===== config.mk =====
export PLATFORM = sky130hd
export DESIGN_NAME = tick_scheduler
export DESIGN_NICKNAME = d
export VERILOG_FILES = /design/src/rtl/tick_sched_pkg.sv /design/src/rtl/tick_channel.sv /design/src/rtl/tick_scheduler.sv
export SDC_FILE = /design/constraint.sdc
export NUM_CORES = 1
export LEC_CHECK = 0
export CAP_MARGIN = 25
export CORE_ASPECT_RATIO = 0.9
export CORE_MARGIN = 4
export CORE_UTILIZATION = 40
export CTS_BUF_LIST = sky130_fd_sc_hd__clkbuf_8
export DETAILED_ROUTE_END_ITERATION = 6
export PLACE_DENSITY = 0.62
export SYNTH_ARGS = -nofsm -noshare
export SYNTH_HDL_FRONTEND = slang
export SYNTH_HIERARCHICAL = 1
export SYNTH_SLANG_ARGS = --single-unit

===== constraint.sdc =====
create_clock -name clk_i -period 3.5 [get_ports clk_i]
set_input_delay 0.35 -clock clk_i [delete_from_list [all_inputs] [get_ports clk_i]]
set_output_delay 0.35 -clock clk_i [all_outputs]
set_load 0.02 [all_outputs]

===== src/rtl/tick_sched_pkg.sv =====
// tick_sched_pkg: shared encodings and constants for the tick scheduler.
package tick_sched_pkg;
    localparam int MAX_CH = 8;
    localparam int CH_IDX_W = $clog2(MAX_CH);
    typedef enum logic [1:0] {S_RST, S_READY, S_APPLY} cfg_state_e;
    typedef enum logic {CH_IDLE, CH_RUN} ch_state_e;
    localparam logic MODE_PERIODIC = 1'b0;
    localparam logic MODE_ONESHOT = 1'b1;
endpackage


===== src/rtl/tick_channel.sv =====
// tick_channel: turns the base tick into a periodic or one-shot enable pulse.
module tick_channel
    import tick_sched_pkg::*;
#(
    parameter int CNT_W = 16
) (
    input  logic             clk_i,
    input  logic             rst_i,
    input  logic             load_i,
    input  logic [CNT_W-1:0] period_i,
    input  logic             oneshot_i,
    input  logic             base_tick_i,
    output logic             tick_o,
    output logic             busy_o
);
    ch_state_e state_q, state_d;
    logic [CNT_W-1:0] cnt_q, cnt_d, period_q, period_d;
    logic mode_q, mode_d, tick_q, tick_d;
    logic expire, step;

    always_ff @(posedge clk_i) begin
        if (rst_i) begin
            state_q  <= CH_IDLE;
            cnt_q    <= '0;
            period_q <= '0;
            mode_q   <= MODE_PERIODIC;
            tick_q   <= 1'b0;
        end else begin
            state_q  <= state_d;
            cnt_q    <= cnt_d;
            period_q <= period_d;
            mode_q   <= mode_d;
            tick_q   <= tick_d;
        end
    end

    assign step   = state_q == CH_RUN && base_tick_i;
    assign expire = step && cnt_q == '0;

    // A load always wins over an expiry landing in the same cycle.
    always_comb begin
        state_d = load_i ? ((period_i != '0) ? CH_RUN : CH_IDLE)
                : (expire && mode_q == MODE_ONESHOT) ? CH_IDLE
                : state_q;
    end

    always_comb begin
        period_d = load_i ? period_i : period_q;
        mode_d   = load_i ? oneshot_i : mode_q;
        tick_d   = !load_i && expire;
        cnt_d    = load_i ? ((period_i != '0) ? period_i - 1'b1 : '0)
                 : expire ? ((mode_q == MODE_ONESHOT) ? '0 : period_q - 1'b1)
                 : step ? cnt_q - 1'b1
                 : cnt_q;
    end

    always_comb begin
        tick_o = tick_q;
        busy_o = state_q == CH_RUN;
    end
endmodule


===== src/rtl/tick_scheduler.sv =====
// tick_scheduler: shared prescaler, config write port and NUM_CH tick channels.
module tick_scheduler
    import tick_sched_pkg::*;
#(
    parameter int NUM_CH   = 4,
    parameter int PRESCALE = 100000,
    parameter int CNT_W    = 16
) (
    input  logic                      clk_i,
    input  logic                      rst_i,
    input  logic                      cfg_valid_i,
    output logic                      cfg_ready_o,
    input  logic [$clog2(NUM_CH)-1:0] cfg_ch_i,
    input  logic [CNT_W-1:0]          cfg_period_i,
    input  logic                      cfg_oneshot_i,
    output logic                      base_tick_o,
    output logic [NUM_CH-1:0]         ch_tick_o,
    output logic [NUM_CH-1:0]         ch_busy_o
);
    localparam int PRE_W = $clog2(PRESCALE);

    logic [PRE_W-1:0] pre_q, pre_d;
    logic base_q, base_d;
    cfg_state_e state_q, state_d;
    logic [CH_IDX_W-1:0] ch_q;
    logic [CNT_W-1:0] per_q;
    logic os_q, apply, accept;
    logic [NUM_CH-1:0] load;

    always_comb begin
        base_d = pre_q == PRE_W'(PRESCALE - 1);
        pre_d  = base_d ? '0 : pre_q + 1'b1;
    end

    always_ff @(posedge clk_i) begin
        if (rst_i) begin
            pre_q  <= '0;
            base_q <= 1'b0;
        end else begin
            pre_q  <= pre_d;
            base_q <= base_d;
        end
    end

    always_ff @(posedge clk_i) begin
        if (rst_i) begin
            state_q <= S_RST;
            ch_q    <= '0;
            per_q   <= '0;
            os_q    <= MODE_PERIODIC;
        end else begin
            state_q <= state_d;
            if (accept) begin
                ch_q  <= CH_IDX_W'(cfg_ch_i);
                per_q <= cfg_period_i;
                os_q  <= cfg_oneshot_i;
            end
        end
    end

    always_comb begin
        state_d = (state_q == S_READY && cfg_valid_i) ? S_APPLY : S_READY;
    end

    always_comb begin
        cfg_ready_o = state_q == S_READY;
        apply       = state_q == S_APPLY;
        accept      = cfg_valid_i && cfg_ready_o;
        base_tick_o = base_q;
    end

    // An out-of-range channel index matches no decode bit, so the write is dropped.
    for (genvar i = 0; i < NUM_CH; i++) begin : g_ch
        assign load[i] = apply && ch_q == CH_IDX_W'(i);
        tick_channel #(.CNT_W(CNT_W)) u_ch (
            .clk_i      (clk_i),
            .rst_i      (rst_i),
            .load_i     (load[i]),
            .period_i   (per_q),
            .oneshot_i  (os_q),
            .base_tick_i(base_q),
            .tick_o     (ch_tick_o[i]),
            .busy_o     (ch_busy_o[i])
        );
    end
endmodule


Word-level counts from Yosys, hierarchy flattened
Index checks and enable logic that the tools add are counted.
Word-level totals
  flip-flop bits (word level): 179
  output and inout port bits: 10
Operators by class
  reduce and logical (&&, ||, !) cells: 40
  equal/unequal tests: 6
  mux-type cells: 27
  add/subtract/negate cells: 10
Operator list (count)
  16-bit two-way mux: 17
  16-bit by 1-bit subtractor with 16-bit output (second input constant): 9
  16-bit logical NOT: 4
  1-bit logical AND: 21
  17-bit by 1-bit adder with 17-bit output (second input constant): 1
  17-bit == test (second input constant): 1
  16-bit nonzero test: 1
  3-bit nonzero test: 4
  1-bit two-way mux: 9
  2-bit nonzero test: 4
  2-bit == test (second input constant): 3
  2-bit by 1-bit == test with 1-bit output (second input constant): 2
  1-bit logical NOT: 4
  3-bit logical NOT: 1
  2-bit two-way mux: 1
  2-bit OR reduction: 1

Depth between registers and ports, before layout
Gate-level depths: netlist (run 1).
  word-level depth: 5
  depth in mapped cells: 9
  gate-level depth less buffers: 8

Hierarchy
The synthesis (run 1) kept the hierarchy.
By module, submodules not included
  tick_channel (g_ch[0].u_ch ...): times used 3, area each 2453.6 µm², seq. area each 700.7 µm², cells each 307
  tick_channel (g_ch[3].u_ch): times used 1, area each 2580.0 µm², seq. area each 700.7 µm², cells each 321
  tick_scheduler: times used 1, area each 1447.6 µm², seq. area each 780.7 µm², cells each 141

Least setup slack after synthesis (run 1)
OpenSTA, ideal clock, no wires.
  path kind: reg2reg
  start point: register per_q[2]
  end point: register g_ch[0].u_ch.cnt_q[11]
  buffers on the path: 0
  data arrival time: 2187 ps
  stages on the path, launching flop included: 7
  setup time: 130 ps
  setup slack: 1183 ps
  data required time: 3370 ps
  cell sequence: dfxtp_1 -> nor4_1 -> nand2b_1 -> o31ai_1 -> nor2_1 -> a221oi_1 -> nor3_2
Between the ends
  longest elaborated chain between the ends: 3
Ends and longest elaborated chain
  from (decl): line tick_scheduler.sv:26  | logic [CNT_W-1:0] per_q;
  from (signal assigned): line tick_scheduler.sv:55  | per_q <= cfg_period_i;
  16-bit by 1-bit subtractor with 16-bit output / 16-bit nonzero test (equally long branches): line tick_channel.sv:51  | cnt_d = load_i ? ((period_i != '0) ? period_i - 1'b1 : '0)
  16-bit two-way mux (*) (2 in series): line tick_channel.sv:51
  to (signal assigned): line tick_channel.sv:30  | cnt_q <= cnt_d;
  to (decl): line tick_channel.sv:17  | logic [CNT_W-1:0] cnt_q, cnt_d, period_q, period_d;
Mark *: on every way between the ends. The rest lies on a longest branch, timed or not.
A chain may end at the register's enable or synchronous reset.

Final worst setup path (run 1)
  start point: register state_q[0]
  end point: register g_ch[3].u_ch.cnt_q[9]
Between the ends
  longest elaborated chain between the ends: 3
Ends and longest elaborated chain
  from (decl): line tick_scheduler.sv:24  | cfg_state_e state_q, state_d;
  from (signal assigned): line tick_scheduler.sv:52  | state_q <= state_d;
  2-bit == test (*): line tick_scheduler.sv:67  | apply = state_q == S_APPLY;
  1-bit logical AND (*): line tick_scheduler.sv:74  | assign load[i] = apply && ch_q == CH_IDX_W'(i);
  via load[3]: line tick_scheduler.sv:28  | logic [NUM_CH-1:0] load;
  3-bit nonzero test (no source line) / 16-bit two-way mux (equally long branches)
  to (signal assigned): line tick_channel.sv:30
  to (decl): line tick_channel.sv:17
Mark *: on every way through the listed nets, which the timed path passes. The rest lies on a longest branch.

==> results of run 1 <==
## cell families (layout without fill, tap and decap cells)
kind of cell | Yosys count | in the layout | share of synthesized area
AND/OR/NAND/NOR | 607 | 607 | 0.281
adder cells (fa/ha/maj) | 21 | 21 | 0.0231
XOR/XNOR | 131 | 131 | 0.103
flip-flops | 179 | 179 | 0.315
buffers and inverters | 91 | 130 | 0.0378
multiplexers | 77 | 77 | 0.0683
AO/OA/AOI/OAI | 277 | 277 | 0.173
## worst max-delay path: cells and delay by family, from the launching register on
family	cells	cell delay [ns]
simple gates	3	1.71
flops	1	0.49
compound gates	2	0.45
## area by class of cell
cell class / count / area share
timing repair buffer: 67 / 0.0474
clock inverter: 14 / 0.0120
clock buffer: 18 / 0.0197
tap: 360 / 0.0359
sequential: 179 / 0.285
inverter: 31 / 0.00927
multi-input combinational: 1113 / 0.590
## placed cells by master, fill, tap and decap left out, types with 20 or more instances in the layout
| cell | synthesis | layout |
|---|---|---|
| a211oi_1 | 30 | 30 |
| mux2i_1 | 71 | 71 |
| clkdlybuf4s50_1 | 0 | 30 |
| nor3_1 | 47 | 47 |
| dfxtp_1 | 179 | 179 |
| xor2_1 | 43 | 43 |
| inv_1 | 28 | 29 |
| nor4_1 | 61 | 61 |
| buf_4 | 0 | 34 |
| ha_1 | 21 | 21 |
| or4_1 | 24 | 24 |
| or3_1 | 27 | 27 |
| nor2_1 | 209 | 209 |
| o31ai_1 | 31 | 31 |
| nand3_1 | 24 | 24 |
| nand2_1 | 98 | 98 |
| a22o_1 | 20 | 20 |
| o21ai_0 | 39 | 39 |
| a21oi_1 | 42 | 41 |
| xnor2_1 | 85 | 85 |
## final timing paths
path,start,endpoint,slack (ns),cells past startpoint
setup / recovery,state_q[0],g_ch[3].u_ch/cnt_q[9],0.77,5
hold / removal,rst_i,g_ch[3].u_ch/period_q[14],0.38,2
setup reg to reg,state_q[0],g_ch[3].u_ch/cnt_q[9],0.77,5
hold reg to reg,pre_q[0],pre_q[0],0.49,1
## layer usage
layer / up-vias / routed length, um / track usage
li1: 5172 / - / -
met1: 5115 / 16300 / 0.327
met2: 430 / 15100 / 0.332
met3: 59 / 2570 / 0.0454
met4: 0 / 717 / 0.0602
met5: - / 0 / 0
## through the flow
step           setup WS [ns]  utilization  instances  instance area (sq um)
2_1_floorplan           1.18            -       1383                  11400
3_3_place_gp           0.866        0.433       1748                  12100
3_5_place_dp           0.855        0.433       1748                  12100
4_1_cts                0.833        0.448       1780                  12500
5_1_grt                0.560        0.448       1782                  12600
6_report               0.765        0.448       1782                  12600
## Yosys cell counts, drive strengths merged (5+ instances only)
cell type and count:
nand3b 10, o31ai 31, nor4b 5, nand4b 15, o21bai 11, o22ai 7
and4b 5, o31a 7, nor2 210, or3 30, nor3 50, nand3 24
o21a 6, or2 9, nor4 65, a22oi 8, clkbuf 47, a2111oi 10
or4 30, nor2b 5, a32oi 7, or4b 8, a221oi 5, nor3b 8
ha 21, buf 11, a22o 20, o21ai 39, a211oi 30, a31oi 16
inv 28, nand2b 16, mux2i 71, dfxtp 179, a21o 7, a211o 5
a21oi 42, xor2 43, mux2 6, xnor2 88, nand4 12, nand2 98
## registers in the layout, summed over array words and instances, names as in the netlist
register and count:
pre_q 17, base_tick_o 1, g_ch.u_ch/period_q 64, state_q 2, g_ch.u_ch/mode_q 4, g_ch.u_ch/tick_o 4
os_q 1, g_ch.u_ch/busy_o 4, ch_q 2, per_q 16, g_ch.u_ch/cnt_q 64
## power breakdown
part	leakage [nW]	switching, W	internal [W]
sequential	1.45	0.0000791	0.00206
combinational	2.94	0.000372	0.000289
clock	0.202	0.000831	0.000662
total	4.59	0.00128	0.00301
==> impl_metrics.csv, run 1 <==
group,metric,value,unit
final_layout,multiInputGateArea,0.00741,sq mm
power_and_ir_drop,ir_drop,254,uV
detailed_routing,wl,34700,um
place,gp_congestion,0.929,
critical_path,cp.required,3.89,ns
detailed_routing,vias,10800,
detailed_routing,via_per_inst,6.05,
logic_synthesis,synth-seq-area-share,0.315,
critical_path,crit_type,"reg2reg",
clock_network,cts_buffer_depth,2,
sta,rsz0062_at_grt,"no",
logic_synthesis,avgSynthCellArea,8.23,sq um
sta,maxSlewViolCount,0,
global_routing,grt_max_degree,56,
sta,period_share,0.781,
global_routing,grt-ovfl-total,0,
floorplan,initial_core_util,0.407,
floorplan,core,0.0280,sq mm
clock_network,cts_inserted_buffers,17,
final_layout,syn2layout_area_growth,10.3,%
critical_path,cp-end-kind,"flip-flop",
logic_synthesis,yosys-top-cells-area,"dfxtp_1, nor2_1, xnor2_1",
clock_network,postCtsSetupBuffers,0,
critical_path,arrival,3.13,ns
critical_path,worst-path-max-fanout,18,
detailed_routing,ant_nets,0,
critical_path,path_cells,"and4b_1 > or3_1 > nor3_1 > a221oi_1 > a211oi_1",
place,hpwl,24400,um
logic_synthesis,synth_top_cell_area_share,0.315,
logic_synthesis,yosys.area.top_type,"dfxtp_1",
status,status,"finished clean",
sta,setup_viol_count_final,0,
floorplan,io_pins,32,
floorplan,die_area,0.0312,sq mm
floorplan,die_h,168,um
clock_network,root_buffer,"clkbuf_8",
logic_synthesis,synth_edf_count,0,
logic_synthesis,yosysWarnings,6,
place,io_buffer_count,31,
job,drv_cap,0,
detailed_routing,routedWlPerCell,19.5,um
sta,tns,0,ns
clock_network,clkSlewWorstSetupHoldPaths,0.10,ns
final_layout,register_area,0.00358,sq mm
critical_path,cp_slowest_cell,"nor3_1",
clock_network,worstSkewPairLatency,0.48,ns
sta,fin_crit,2.73,ns
global_routing,grt_pass1_vias,10000,
sta,fmax,0.366,GHz
clock_network,htreeDepth,4,
sta,skew,0.0127,ns
logic_synthesis,ys_ff_latch,179,
logic_synthesis,syn_inst,1383,
final_layout,diodes,0,
final_layout,layout-drive-gt1-share,0.0830,
floorplan,die_w,186,um
logic_synthesis,synth_area,0.0114,sq mm
clock_network,post_cts_resized,0,
detailed_routing,route.detailed.drc,0,
detailed_routing,dr.pass1.iters,6,
global_routing,grt_pass1_wl,56100,um
critical_path,worst_setup_path_start_kind,"flip-flop",
sta,holdWs,0.380,ns
power_and_ir_drop,p_leak,4.59,nW
logic_synthesis,syn_nets,1426,
global_routing,grtUsageTotal,0.223,
global_routing,antenna_found_initial,0,
sta,hold_violations,0,
power_and_ir_drop,p_per_area,342,mW/mm^2
critical_path,max_stage_delay,0.66,ns
logic_synthesis,synthArstFlopShare,0,
clock_network,cts_tree,"yes",
detailed_routing,dr.first_iter.drc_count,975,
clock_network,cts.hold.buffers_added,0,
power_and_ir_drop,p_total,0.00429,W
final_layout,nets,1452,
logic_synthesis,synth_cell_types,74,
sta,worst_slew_margin_rel,0.279,
floorplan,num_rows,58,
logic_synthesis,synth_flop_cell,"dfxtp_1",
clock_network,cts_sinks,179,
final_layout,nFillCells,2826,
sta,tightest_slew,1.08,ns
worst_hold_path,hp-class,"in2reg",
(Power assumes the default switching activity.)
==> inputs of run 2 (changes only) <==
==> constraint.sdc (replaced) <==
create_clock -name clk_i -period 2.7 [get_ports clk_i]
set_input_delay 0.27 -clock clk_i [delete_from_list [all_inputs] [get_ports clk_i]]
set_output_delay 0.27 -clock clk_i [all_outputs]
set_load 0.02 [all_outputs]
==> run 2 against run 1 <==
Die area stayed put; routed wire length is 0.49% higher; final cell count is 3.2% higher; combinational power is 34% higher; sequential power is 29% higher; clock power is 21% higher; flip-flop and latch count stayed put; count of clock-buffer cells in the layout stayed put; first-iteration DRC count is 13% higher; hold slack worse by 0.11 ns.
==> impl_metrics.csv, run 2 (synthesis results as in run 1) <==
group,metric,value,unit
status,status,"finished clean",
sta,fmax,0.404,GHz
final_layout,largest_registers,"g_ch.u_ch/cnt_q (64), g_ch.u_ch/period_q (64), pre_q (17)",
final_layout,final_cell_mix,"nor2_1, dfxtp_1, nand2_1",
global_routing,grtUsageTotal,0.224,
clock_network,root_buffer,"clkbuf_8",
final_layout,layout-drive-gt1-share,0.118,
final_layout,final_util,0.462,
final_layout,diodes,0,
clock_network,cts.hold.buffers_added,0,
sta,worst_slew_margin_rel,0.313,
clock_network,postCtsSetupBuffers,0,
floorplan,die_h,168,um
final_layout,nFillCells,2747,
floorplan,num_rows,58,
sta,tightest_slew,1.03,ns
power_and_ir_drop,p_leak,4.87,nW
floorplan,io_pins,32,
critical_path,cp-end-kind,"flip-flop",
place,io_buffer_count,31,
clock_network,cts_tree,"yes",
critical_path,r2r_start,"per_q[2]",
critical_path,worstReg2RegEnd,"g_ch[3].u_ch/cnt_q[7]",
clock_network,cts_buffer_depth,2,
critical_path,path_cells,"buf_4 > nor4_1 > nand2_1 > xnor2_1 > a21oi_1 > a211oi_1",
critical_path,worst_setup_path_start_kind,"flip-flop",
floorplan,die_area,0.0312,sq mm
sta,tns,0,ns
critical_path,worst-path-max-fanout,11,
place,hpwl,25600,um
critical_path,reg2reg_depth,6,
final_layout,multiInputGateArea,0.00741,sq mm
floorplan,initial_core_util,0.407,
critical_path,cp_num_buf_inv,1,
sta,rsz0062_at_grt,"no",
detailed_routing,via_per_inst,5.94,
sta,fin_crit,2.48,ns
place,gp_congestion,0.934,
global_routing,grt-ovfl-total,0,
worst_hold_path,min_to,"g_ch[3].u_ch/period_q[0]",
clock_network,clkSlewWorstSetupHoldPaths,0.10,ns
global_routing,antenna_found_initial,0,
detailed_routing,vias,10900,
worst_hold_path,whs_path_depth,2,
detailed_routing,routedWlPerCell,19.0,um
sta,hold_violations,0,
final_layout,layout_commonest_cell,"nor2_1",
final_layout,register_area,0.00358,sq mm
detailed_routing,dr.first_iter.drc_count,1103,
detailed_routing,dr.pass1.iters,7,
clock_network,worstSkewPairLatency,0.49,ns
detailed_routing,route.detailed.drc,0,
critical_path,cp.required,3.11,ns
critical_path,max_stage_delay,0.68,ns
detailed_routing,wl,34900,um
critical_path,reg2reg_slack,0.22,ns
worst_hold_path,min_from,"rst_i",
sta,setup_viol_count_final,0,
power_and_ir_drop,p_per_area,422,mW/mm^2
worst_hold_path,hp-class,"in2reg",
sta,skew,0.0111,ns
critical_path,critPathTopFamily,"simple AND/OR/NAND/NOR gates",
clock_network,htreeDepth,4,
sta,maxSlewViolCount,0,
global_routing,grt_pass1_vias,10400,
final_layout,syn2layout_area_growth,13.7,%
clock_network,cts_sinks,179,
detailed_routing,ant_nets,0,
critical_path,arrival,2.89,ns
floorplan,core,0.0280,sq mm
critical_path,crit_type,"reg2reg",
clock_network,post_cts_resized,0,
critical_path,cp_slowest_cell,"nor4_1",
power_and_ir_drop,ir_drop,504,uV
job,drv_cap,0,
final_layout,nets,1509,
sta,period_share,0.918,
floorplan,die_w,186,um
global_routing,grt_pass1_wl,57000,um
clock_network,cts_inserted_buffers,17,
global_routing,grt_max_degree,44,
## run 2: worst register-to-register path, cell delays in order, from the launching register on
cell and delay (ns):
dfxtp_1 0.47, buf_4 0.24, nor4_1 0.68, nand2_1 0.28
xnor2_1 0.37, a21oi_1 0.13, a211oi_1 0.24
## run 2: how the worst max path moves through the flow
| stage | startpoint | to | slack (ns) | depth (start not counted) |
|---|---|---|---|---|
| 6_report | per_q[2] | g_ch[3].u_ch/cnt_q[7] | 0.22 | 6 |
| 5_1_grt | per_q[6] | g_ch[3].u_ch/cnt_q[3] | 0.05 | 5 |
| 4_1_cts | g_ch[0].u_ch/period_q[0] | g_ch[0].u_ch/cnt_q[15] | 0.26 | 6 |
| 3_5_place_dp | g_ch[0].u_ch/period_q[0] | g_ch[0].u_ch/cnt_q[15] | 0.29 | 6 |
| 3_3_place_gp | g_ch[0].u_ch/period_q[0] | g_ch[0].u_ch/cnt_q[15] | 0.29 | 6 |
| 2_1_floorplan | per_q[2] | g_ch[0].u_ch/cnt_q[11] | 0.38 | 6 |
## run 2: area by class of cell
cell class,instances,share of cell area
Tap cell,360,0.0348
Timing Repair Buffer,124,0.0787
Inverter,31,0.00899
Clock inverter,14,0.00908
Clock buffer,18,0.0191
Sequential cell,179,0.277
Multi-Input combinational cell,1113,0.573
## run 2: metrics by stage
step                power [W]  cells  hold slack [ns]  setup slack, ns  cell area, sq um
floorplan             0.00341   1383            0.342            0.383             11400
global placement      0.00369   1807            0.463            0.294             12600
detailed placement    0.00370   1807            0.470            0.286             12600
CTS                   0.00551   1839            0.241            0.257             12900
global route          0.00570   1839            0.226           0.0525             12900
finish                0.00546   1839            0.267            0.222             12900
## run 2: routing by layer
metal	vias up	wire length, um	track usage
met1	5169	16400	0.324
met5	-	0	0
met3	66	2570	0.0477
met4	0	824	0.0665
li1	5274	-	-
met2	423	15100	0.337
## run 2: power by group
part / internal [W] / leakage (nW) / switching, W
Combinational: 0.000399 / 3.23 / 0.000489
Sequential: 0.00267 / 1.45 / 0.0000932
Clock: 0.000692 / 0.191 / 0.00112
==> inputs of run 3 (changes only) <==
--- a/config.mk
+++ b/config.mk
@@ -11,6 +11,7 @@
 export CORE_UTILIZATION = 40
 export CTS_BUF_LIST = sky130_fd_sc_hd__clkbuf_8
 export DETAILED_ROUTE_END_ITERATION = 6
+export MAX_ROUTING_LAYER = met4
 export PLACE_DENSITY = 0.62
 export SYNTH_ARGS = -nofsm -noshare
 export SYNTH_HDL_FRONTEND = slang
==> run 3 against run 2 <==
Register-to-register slack is essentially flat; final cell count did not move; sequential share of layout area is essentially flat; utilization hardly changed; sequential power barely moved; combinational power decreased by 1%; setup slack got worse by 0.030 ns; die area stayed put; critical path depth decreased by 4; non-clock buffer count stayed put.
==> impl_metrics.csv, run 3 (synthesis results as in run 1) <==
group,metric,value,unit
clock_network,cts_sinks,179,
floorplan,die_area,0.0312,sq mm
floorplan,die_w,186,um
critical_path,r2r_start,"per_q[9]",
global_routing,grtUsageTotal,0.229,
clock_network,cts.hold.buffers_added,0,
worst_hold_path,whs_path_depth,2,
clock_network,cts_buffer_depth,2,
detailed_routing,routed.top_layer,"met4",
floorplan,die_h,168,um
critical_path,reg2reg_depth,7,
clock_network,cts_tree,"yes",
final_layout,layout-drive-gt1-share,0.118,
sta,setup_viol_count_final,0,
clock_network,worstSkewPairLatency,0.49,ns
job,drv_cap,0,
detailed_routing,dr.pass1.iters,6,
detailed_routing,routedWlPerCell,18.9,um
sta,tns,0,ns
detailed_routing,wl_met3,1990,um
floorplan,initial_core_util,0.407,
critical_path,reg2reg_slack,0.21,ns
sta,worst_slew_margin_rel,0.315,
status,status,"finished clean",
clock_network,htreeDepth,4,
place,io_buffer_count,31,
critical_path,cp.required,2.43,ns
critical_path,worst_setup_path_start_kind,"flip-flop",
critical_path,crit_type,"reg2out",
clock_network,cts_inserted_buffers,17,
final_layout,layout_commonest_cell,"nor2_1",
global_routing,antenna_found_initial,0,
worst_hold_path,hp-class,"in2reg",
critical_path,worstReg2RegEnd,"g_ch[1].u_ch/cnt_q[11]",
clock_network,root_buffer,"clkbuf_8",
power_and_ir_drop,ir_drop,440,uV
final_layout,diodes,0,
global_routing,grt-ovfl-total,0,
sta,skew,0.0151,ns
critical_path,worst-path-max-fanout,5,
detailed_routing,ant_nets,0,
detailed_routing,route.detailed.drc,0,
sta,hold_violations,0,
detailed_routing,wl_met1,16700,um
detailed_routing,wl,34800,um
clock_network,post_cts_resized,0,
sta,tightest_slew,1.03,ns
place,dp_slack,0.266,ns
detailed_routing,via_per_inst,5.90,
place,hpwl,25500,um
sta,maxSlewViolCount,0,
sta,period_share,0.929,
detailed_routing,dr.first_iter.drc_count,870,
final_layout,nets,1509,
detailed_routing,vias,10800,
worst_hold_path,min_to,"g_ch[3].u_ch/period_q[0]",
power_and_ir_drop,p_per_area,423,mW/mm^2
sta,fin_crit,2.51,ns
sta,fmax,0.399,GHz
global_routing,grt_pass1_vias,9998,
floorplan,num_rows,58,
final_layout,syn2layout_area_growth,13.7,%
sta,setup_ws,0.192,ns
floorplan,io_pins,32,
critical_path,arrival,2.24,ns
final_layout,final_util,0.462,
sta,rsz0062_at_grt,"no",
power_and_ir_drop,p_leak,4.86,nW
clock_network,clkSlewWorstSetupHoldPaths,0.10,ns
final_layout,final_cell_mix,"nor2_1, dfxtp_1, nand2_1",
critical_path,cp-end-kind,"output pin",
detailed_routing,route.met2.wl,15500,um
final_layout,largest_registers,"g_ch.u_ch/cnt_q (64), g_ch.u_ch/period_q (64), pre_q (17)",
worst_hold_path,min_from,"rst_i",
global_routing,grt_pass1_wl,55900,um
clock_network,postCtsSetupBuffers,0,
global_routing,grt_max_degree,34,
floorplan,core,0.0280,sq mm
place,gp_congestion,0.929,
## run 3: through the flow
step | instance area, sq um | instances | total power (W) | hold WS, ns
2_1_floorplan | 11400 | 1383 | 0.00341 | 0.342
3_3_place_gp | 12600 | 1807 | 0.00368 | 0.463
3_5_place_dp | 12600 | 1807 | 0.00369 | 0.474
4_1_cts | 12900 | 1839 | 0.00553 | 0.173
5_1_grt | 12900 | 1839 | 0.00575 | 0.205
6_report | 12900 | 1839 | 0.00548 | 0.207
## run 3: metal layers
| layer | global-route usage | vias to the layer above |
|---|---|---|
| li1 | - | 5286 |
| met1 | 0.327 | 5149 |
| met2 | 0.334 | 363 |
| met3 | 0.0413 | 47 |
| met4 | 0.0627 | 0 |
| met5 | - | - |
## run 3: worst max-delay path by stage
stage / startpoint / end / slack [ns] / depth (start not counted)
2_1_floorplan: per_q[2] / g_ch[0].u_ch/cnt_q[11] / 0.38 / 6
3_3_place_gp: per_q[9] / g_ch[1].u_ch/cnt_q[11] / 0.30 / 7
3_5_place_dp: g_ch[0].u_ch/period_q[0] / g_ch[0].u_ch/cnt_q[15] / 0.27 / 6
4_1_cts: state_q[0] / cfg_ready_o / 0.21 / 2
5_1_grt: per_q[9] / g_ch[1].u_ch/cnt_q[11] / 0.04 / 7
6_report: state_q[0] / cfg_ready_o / 0.19 / 2
## run 3: report_power, final
group	internal, W	switching [W]
logic	0.000393	0.000485
clock network	0.000737	0.00110
registers	0.00267	0.0000973
total	0.00380	0.00168
## run 3: critical path: stages (launching register included)
cell             delay (ns)
dfxtp_1                0.50
nor2b_1                0.52
clkdlybuf4s50_1        0.73
## run 3: cell type report
type	count	area (sq um)
Sequential cell	179	3580
Inverter	31	116
Clock buffer	17	234
Fill cell	2789	15100
Tap cell	360	450
Multi-Input combinational cell	1113	7410
Timing Repair Buffer	124	1020
Clock inverter	15	133
==> RTL edit, RTL diff (settings of run 3) <==
`NUM_CH`: 4 -> 8.
--- a/src/rtl/tick_scheduler.sv
+++ b/src/rtl/tick_scheduler.sv
@@ -2,7 +2,7 @@
 module tick_scheduler
     import tick_sched_pkg::*;
 #(
-    parameter int NUM_CH   = 4,
+    parameter int NUM_CH   = 8,
     parameter int PRESCALE = 100000,
     parameter int CNT_W    = 16
 ) (
Interface: changed (resized cfg_ch_i, ch_busy_o and ch_tick_o); port bits go from 32 to 41. No check against the original RTL was run, so the function may have changed too.
==> RTL edit against run 3 <==
Count of clock-buffer cells in the layout grew 59. Critical endpoint is now g_ch[7].u_ch/cnt_q[15]. Sequential cell count grew 141. Total power grew 120%. Area after synthesis grew 91%. Wire length grew 110%. Design area grew 95%. Setup slack gained 23 ps.
==> RTL edit: results (changes against run 3) <==
power:
  powerSeq_mw: 4.89  # +77%
  p_per_area_nw_per_um2: 471  # +11%
  vdd_drop_max_mv: 0.404  # -8.3%
  power.leakage_nw: 9.63  # +98%
  switching_share_pct: 28.0  # -2.6 points
  powerClk_mw: 5.41  # +190%
timing:
  hold_slack_ps: 80.8  # -126 ps
  finalCritPeriodShare_pct: 92.0  # -0.85 points
  worst_pin_slew_ps: 934  # -91.7 ps
  skew_ps: 37.1  # +22.0 ps
yosys:
  synth_cells: 2667  # +93%
  async_flop_share_pct: 0  # unchanged
  synth.distinct_cells: 78  # +5.4%
  synth.area.top_cells: "dfxtp_1 29%, xnor2_1 6.6%, mux2i_1 6.4%, nor2_1 6.3%, nor4_1 3.2%"
  ys_seq_area_share_pct: 29.4  # -2.1 points
  synth_common_cells: "367 x nor2_1, 320 x dfxtp_1, 165 x nand2_1"
global_route:
  grt_pass1_wl_um: 117000  # +110%
  grt_use_met2_pct: 37.5  # +4.0 points
  antenna_found_initial: 0  # unchanged
  grt_usage_pct: 25.2  # +2.2 points
  grt_pass1_vias: 20500  # +110%
  grt_util_met1_pct: 36.3  # +3.6 points
  grt_max_degree: 73  # +110%
  grtUsageMet3_pct: 3.31  # -0.81 points
hold_path:
  holdPathEnd: "g_ch[4].u_ch/period_q[15]"
cts:
  clk_latency_ps: 690  # +200 ps
  cts_buffers: 58  # +41
  ctsHtreeMaxLevel: 2  # -2
  cts.reportedPaths.clkPinSlew_ps: 60  # -40 ps
  clockBufferDepth: 3  # +1
worst_setup_path:
  crit_end: "g_ch[7].u_ch/cnt_q[15]"
  r2r_cells: 6  # -1
  critPathTopFamily: "simple AND/OR/NAND/NOR gates"
  critPathArrivalTime_ps: 3060  # +820 ps
  cp_max_fo: 15  # +10
  cp_slowest_cell: "nor3_1"
status:
  outcome: "complete, no violations"
finish:
  nNetsFinal: 2877  # +91%
  drive_gt1_share_pct: 13.8  # +2.0 points
  reg_top3: "g_ch.u_ch/cnt_q: 128 flops, g_ch.u_ch/period_q: 128 flops, pre_q: 17 flops"
  fin_cells: 3558  # +93%
placement:
  place.gp.congestion: 0.975  # +4.9%
  io_buffer_count: 40  # +29%
  dp_hpwl_um: 52300  # +100%
  placed_area_sq_um: 23800  # +90%
drt:
  met3_length_um: 5180  # +160%
  viasPerCell: 6.09  # +3.3%
  drtPass1Iterations: 5  # -1
  wl_um: 74000  # +110%
  drtIter0Drc: 1922  # +120%
  wl_met2_um: 32300  # +110%
## RTL edit: cell count changes after synthesis, moves of 35 or more
cell             run 3  this run
nor3_1              47       100
o21ai_0             39        84
mux2i_1             71       140
xnor2_1             85       164
dfxtp_1            179       320
clkbuf_1            43        78
nand2_1             98       165
nor4_1              61       112
nor2_1             209       367
a21oi_1             42       101
## RTL edit: kinds of logic (layout without fill, tap and decap cells)
kind of cell               after synthesis  after routing  synth area share, %
adders and majority gates               41             41                 2.35
and+or+nand+nor                       1146           1146                 28.4
muxes                                  148            148                 6.84
DFF                                    320            320                 29.4
xor gates and xnor gates               239            239                 9.74
buffers and inverters                  188            382                 4.45
AOI/OAI and AO/OA                      585            585                 18.9
## RTL edit: final cells by class
cell class	instances	area, sq um
Fill cell	5261	28200
Multi-Input combinational cell	2159	14500
Sequential cell	320	6430
Timing Repair Buffer	210	1830
Clock buffer	76	1050
Tap cell	697	872
Clock inverter	32	330
Inverter	64	240
